<file path="src/rtl/apb_mst_arbiter.sv">
// Round-robin arbiter sharing one APB slave port among NUM_REQ requesters; acts as APB master.
// Optional ACCESS-phase timeout enabled by defining APB_ARB_TIMEOUT_EN.
module apb_mst_arbiter #(
    parameter int NUM_REQ        = 4,
    parameter int ADDR_WIDTH     = 8,
    parameter int DATA_WIDTH     = 32,
    parameter int TIMEOUT_CYCLES = 16
) (
    input  logic                           PCLK,
    input  logic                           PRESETn,
    input  logic [NUM_REQ-1:0]             req_valid,
    input  logic [NUM_REQ-1:0]             req_write,
    input  logic [NUM_REQ*ADDR_WIDTH-1:0]  req_addr,
    input  logic [NUM_REQ*DATA_WIDTH-1:0]  req_wdata,
    input  logic [NUM_REQ-1:0]             req_strb,
    output logic [NUM_REQ-1:0]             req_ack,
    output logic [NUM_REQ-1:0]             resp_valid,
    output logic [DATA_WIDTH-1:0]          resp_rdata,
    output logic                           resp_slverr,
    output logic                           PSELx,
    output logic                           PENABLE,
    output logic                           PWRITE,
    output logic [ADDR_WIDTH-1:0]          PADDR,
    output logic [DATA_WIDTH-1:0]          PWDATA,
    output logic                           PSTRB,
    input  logic [DATA_WIDTH-1:0]          PRDATA,
    input  logic                           PREADY,
    input  logic                           PSLVERR
);
    localparam int IDX_W = (NUM_REQ > 1) ? $clog2(NUM_REQ) : 1;

    typedef enum logic [1:0] {IDLE, SETUP, ACCESS} state_t;

    state_t                               state_q, state_d;
    logic [IDX_W-1:0]                     last_q, gnt_q, arb_idx, hi_idx, lo_idx;
    logic [NUM_REQ-1:0]                   outstanding_q, elig;
    logic                                 arb_found, hi_found, done, do_grant, tmo;
    logic [NUM_REQ-1:0][ADDR_WIDTH-1:0]   addr_arr;
    logic [NUM_REQ-1:0][DATA_WIDTH-1:0]   wdata_arr;

    assign addr_arr  = req_addr;
    assign wdata_arr = req_wdata;
    assign elig      = req_valid & ~outstanding_q;

    // Lowest eligible index above last wins; otherwise wrap to lowest eligible overall.
    always_comb begin
        hi_found  = 1'b0;
        arb_found = 1'b0;
        hi_idx    = '0;
        lo_idx    = '0;
        for (int i = NUM_REQ - 1; i >= 0; i--) begin
            if (elig[i]) begin
                arb_found = 1'b1;
                lo_idx    = IDX_W'(i);
                if (IDX_W'(i) > last_q) begin
                    hi_found = 1'b1;
                    hi_idx   = IDX_W'(i);
                end
            end
        end
        arb_idx = hi_found ? hi_idx : lo_idx;
    end

`ifdef APB_ARB_TIMEOUT_EN
    localparam int TW = $clog2(TIMEOUT_CYCLES + 1);
    logic [TW-1:0] tcnt_q;

    always_ff @(posedge PCLK or negedge PRESETn) begin
        if (!PRESETn)                tcnt_q <= '0;
        else if (state_q != ACCESS)  tcnt_q <= '0;
        else                         tcnt_q <= tcnt_q + TW'(1);
    end

    assign tmo = (state_q == ACCESS) && !PREADY && (tcnt_q == TW'(TIMEOUT_CYCLES - 1));
`else
    logic unused_tmo;
    assign unused_tmo = (TIMEOUT_CYCLES > 0);
    assign tmo        = 1'b0;
`endif

    assign done     = (state_q == ACCESS) && (PREADY || tmo);
    assign do_grant = arb_found && ((state_q == IDLE) || done);
    assign PSELx    = (state_q != IDLE);
    assign PENABLE  = (state_q == ACCESS);

    always_comb begin
        state_d = state_q;
        case (state_q)
            IDLE:    if (arb_found) state_d = SETUP;
            SETUP:   state_d = ACCESS;
            ACCESS:  if (done) state_d = arb_found ? SETUP : IDLE;
            default: state_d = IDLE;
        endcase
    end

    always_ff @(posedge PCLK or negedge PRESETn) begin
        if (!PRESETn) begin
            state_q       <= IDLE;
            last_q        <= IDX_W'(NUM_REQ - 1);
            gnt_q         <= '0;
            outstanding_q <= '0;
            req_ack       <= '0;
            resp_valid    <= '0;
            resp_rdata    <= '0;
            resp_slverr   <= 1'b0;
            PWRITE        <= 1'b0;
            PADDR         <= '0;
            PWDATA        <= '0;
            PSTRB         <= 1'b0;
        end else begin
            state_q    <= state_d;
            req_ack    <= '0;
            resp_valid <= '0;
            if (done) begin
                resp_valid[gnt_q]    <= 1'b1;
                resp_rdata           <= tmo ? '0 : PRDATA;
                resp_slverr          <= tmo ? 1'b1 : PSLVERR;
                outstanding_q[gnt_q] <= 1'b0;
            end
            // Completing requester is excluded via outstanding, so arb_idx never equals gnt_q here.
            if (do_grant) begin
                gnt_q                  <= arb_idx;
                last_q                 <= arb_idx;
                outstanding_q[arb_idx] <= 1'b1;
                req_ack[arb_idx]       <= 1'b1;
                PWRITE                 <= req_write[arb_idx];
                PADDR                  <= addr_arr[arb_idx];
                PWDATA                 <= wdata_arr[arb_idx];
                PSTRB                  <= req_strb[arb_idx];
            end
        end
    end

endmodule

</file>
<file path="config.mk">
export PLATFORM = sky130hd
export DESIGN_NAME = apb_mst_arbiter
export DESIGN_NICKNAME = d
export VERILOG_FILES = /design/src/rtl/apb_mst_arbiter.sv
export SDC_FILE = /design/constraint.sdc
export NUM_CORES = 1
export LEC_CHECK = 0
export CORE_ASPECT_RATIO = 1.25
export CORE_MARGIN = 5
export CORE_UTILIZATION = 30
export CTS_CLUSTER_SIZE = 20
export DETAILED_ROUTE_END_ITERATION = 10
export HOLD_SLACK_MARGIN = 0.1
export PLACE_DENSITY_LB_ADDON = 0.15
export RECOVER_POWER = 25
export SLEW_MARGIN = 20
export SYNTH_ARGS = -nofsm -noshare
export SYNTH_HDL_FRONTEND = slang
export SYNTH_SLANG_ARGS = --single-unit
</file>
<file path="constraint.sdc">
create_clock -name PCLK -period 4.1 [get_ports PCLK]
set_input_delay 0.41 -clock PCLK [delete_from_list [all_inputs] [get_ports PCLK]]
set_output_delay 0.41 -clock PCLK [all_outputs]
set_load 0.02 [all_outputs]
</file>
==> flow_metrics.tcl <==
set metrics [dict create \
    outcome "complete, no violations" \
    finalCritPeriodShare 0.6771 \
    grt_pass1_wl_um 25840 \
    dp_hpwl_um 13190 \
    yosys.area.top_type "dfrtp_1" \
    synthCells 503 \
    clock_path_buffers 2 \
    cp.buffers_inverters 2 \
    leakage_nw 3.698 \
    finalCriticalPeriod_ns 2.776 \
    p_switching_mw 2.424 \
    crit_chain "clkdlybuf4s50_1 -> nor2b_1 -> o211ai_2 -> nand2_1 -> buf_4 -> nand2_1 -> o221ai_1" \
    vias_per_cell 4.777 \
    ant_nets 0 \
    maxSlewViolCount 0 \
    max_freq_ghz 0.3602 \
    cp_common_cell "nand2_1" \
    async_reset_ff_frac 1.000 \
    ir_drop_mv 0.4103 \
    tightest_slew_ns 1.146 \
    cp.required_ns 4.33 \
    drc 0 \
    synth_cell_types 37 \
    cpPeakStageDelay_ns 0.64 \
    yosys-top-cells-area "dfrtp_1, nand2_1, mux2i_1" \
    ctsResizeCount 0 \
    path_clk_slew_ns 0.07 \
    p_total_mw 5.822 \
    start_kind "primary input" \
    die_w_um 123.3 \
    finalHoldViolCount 0 \
    wl_per_cell_um 17.23 \
    power.density_nw_per_um2 712.8 \
    n_antenna_cell 0 \
    clockRootBuffer "clkbuf_16" \
    die-height_um 151.6 \
    postSynthRegisterBits 93 \
    cap_violations 0 \
    seq_area_frac_synth 0.4843 \
    yosys_warnings 0 \
    hp-class "reg2reg" \
    switching_share 0.4164 \
    floorplan.initialDensity 0.3065 \
    rsz0062_at_grt "false" \
    crit_type "in2reg" \
    p_clk_frac 0.153 \
    critical-path-top-delay-family "simple AND/OR/NAND/NOR gates" \
    core_area_um2 15700 \
    sequentialPowerShare 0.272 \
    power.internal_mw 3.398 \
    dr.pass1.iters 4 \
    nFillCells 1482 \
    routabilityCongestion 0.8760 \
    cts_htree_levels 3 \
    endpoint_kind "flip-flop" \
    skew_ns 0.007327 \
    yosysTopAreaCellShare 0.4733 \
    design.die.area_um2 18680 \
    slew_headroom 0.2344 \
    nets 980 \
    cpMaxStageDelayCell "nand2_1" \
    path_max_fanout 47 \
    syn_nets 711 \
    final_util 0.5203 \
    combPwrFrac 0.575 \
    fin_cells 989 \
    synth_edf_count 0 \
    antenna_found_initial 0 \
    yosys_most_used_dff "dfrtp_1" \
    setup_violations 0 \
    drtIter0Drc 202 \
    area_growth_pct 69.78 \
    postRouteWirelength_um 17040 \
    io_pins 293 \
    avgSynthCellArea_um2 9.564 \
    clock_latency_ns 0.34 \
    io_buffers 292 \
    cp.arrival_ns 3.01 \
    final_layout_size_suffix_gt1_frac 0.05148 \
    tritoncts "done" \
    dr_total_vias 4724 \
    grt_max_degree 69 \
    grt_overflow 0 \
    final_common_cell "clkdlybuf4s50_1" \
    fin_setup_tns_ns 0 \
    final_cell_mix "clkdlybuf4s50_1, nand2_1, dfrtp_1" \
    first_global_vias 4959 \
    clock-sinks 93 \
    cts-buffers-inserted 9 \
    netlist_area_um2 4811 \
    num_rows 51 \
    dpl.cell_count 971 \
    grt_usage 0.1766 \
]
==> logic make-up (layout without fill, tap and decap cells) <==
group | Yosys count | in the layout | synth area share
AND/OR/NAND/NOR | 219 | 219 | 0.2081
buffers and inverters | 51 | 325 | 0.05462
multiplexers | 39 | 39 | 0.08140
AO/OA/AOI/OAI | 101 | 101 | 0.1716
flip-flops | 93 | 93 | 0.4843
==> synthesized netlist by cell type (2+ instances only) <==
master,n
o21ai_1,2
buf_4,2
buf_2,14
nand2_1,147
nor2b_2,4
o221ai_1,19
a211oi_1,46
o31ai_1,23
dfstp_2,2
inv_1,7
nor2_1,11
buf_6,6
mux2i_1,38
o22ai_1,3
and3_1,47
clkbuf_1,21
dfrtp_1,91
==> power groups by stage <==
stage / logic [mW] / registers, mW / clock network (mW)
floorplan: 1.64 / 2.02 / 0
global placement: 3.32 / 1.59 / 0
detailed placement: 3.39 / 1.60 / 0
CTS: 3.39 / 1.59 / 0.912
global route: 3.64 / 1.64 / 0.952
finish: 3.35 / 1.58 / 0.889
==> repair_timing <==
action	CTS	global route
setup endpoints to repair	0	0
hold endpoints to repair	1	0
setup buffers	0	0
hold buffers	1	0
==> worst reg2reg max path, delay by kind of cell, from the launching register on <==
family,cells,cell delay [ns]
and+or+nand+nor,3,1.15
AOI/OAI and AO/OA,2,0.56
buffers and inverters,1,0.41
DFF,1,0.40
==> through the flow <==
stage	area, um2	setup WS [ns]	hold slack [ns]
2_1_floorplan	4811	2.227	0.1144
3_3_place_gp	7830	1.186	0.4552
3_5_place_dp	7830	1.042	0.4607
4_1_cts	8155	1.424	0.4765
5_1_grt	8168	1.137	0.4811
6_report	8168	1.324	0.4701
==> per-layer routing <==
metal | vias to the layer above | GRT usage | routed length, um
met5 | - | 0 | 0
met4 | 0 | 0.06039 | 351
met3 | 27 | 0.05310 | 1460
met2 | 193 | 0.3173 | 8878
met1 | 2176 | 0.1970 | 6352
li1 | 2328 | - | -
==> cell type report <==
| type | count | area [um2] | share of cell area |
|---|---|---|---|
| Tap cell | 212 | 265.3 | 0.03248 |
| Inverter | 8 | 31.28 | 0.003830 |
| Sequential cell | 93 | 2330 | 0.2852 |
| Clock inverter | 5 | 82.58 | 0.01011 |
| Multi-Input combinational cell | 359 | 2228 | 0.2728 |
| Timing Repair Buffer | 301 | 2998 | 0.3670 |
| Clock buffer | 11 | 232.7 | 0.02849 |
==> flip-flops by register name, summed over array words and instances, names as in the netlist <==
register and count:
PADDR 8, PSTRB 1, PWDATA 32, PWRITE 1, gnt_q 2, last_q 2
outstanding_q 4, req_ack 4, resp_rdata 32, resp_slverr 1, resp_valid 4, state_q 2
==> worst paths after layout <==
kind | start | to | slack (ns) | depth (start not counted)
min in group asynchronous | PRESETn | resp_rdata[23] | 0.62 | 2
worst min register to register | resp_rdata[23] | resp_rdata[23] | 0.47 | 2
worst min-delay path | resp_rdata[23] | resp_rdata[23] | 0.47 | 2
worst max-delay path | req_valid[1] | PWDATA[10] | 1.32 | 7
worst max register to register | outstanding_q[1] | PWDATA[10] | 1.48 | 6
max in group asynchronous | PRESETn | resp_rdata[8] | 2.41 | 3
Power figures use the tool's default switching activity.
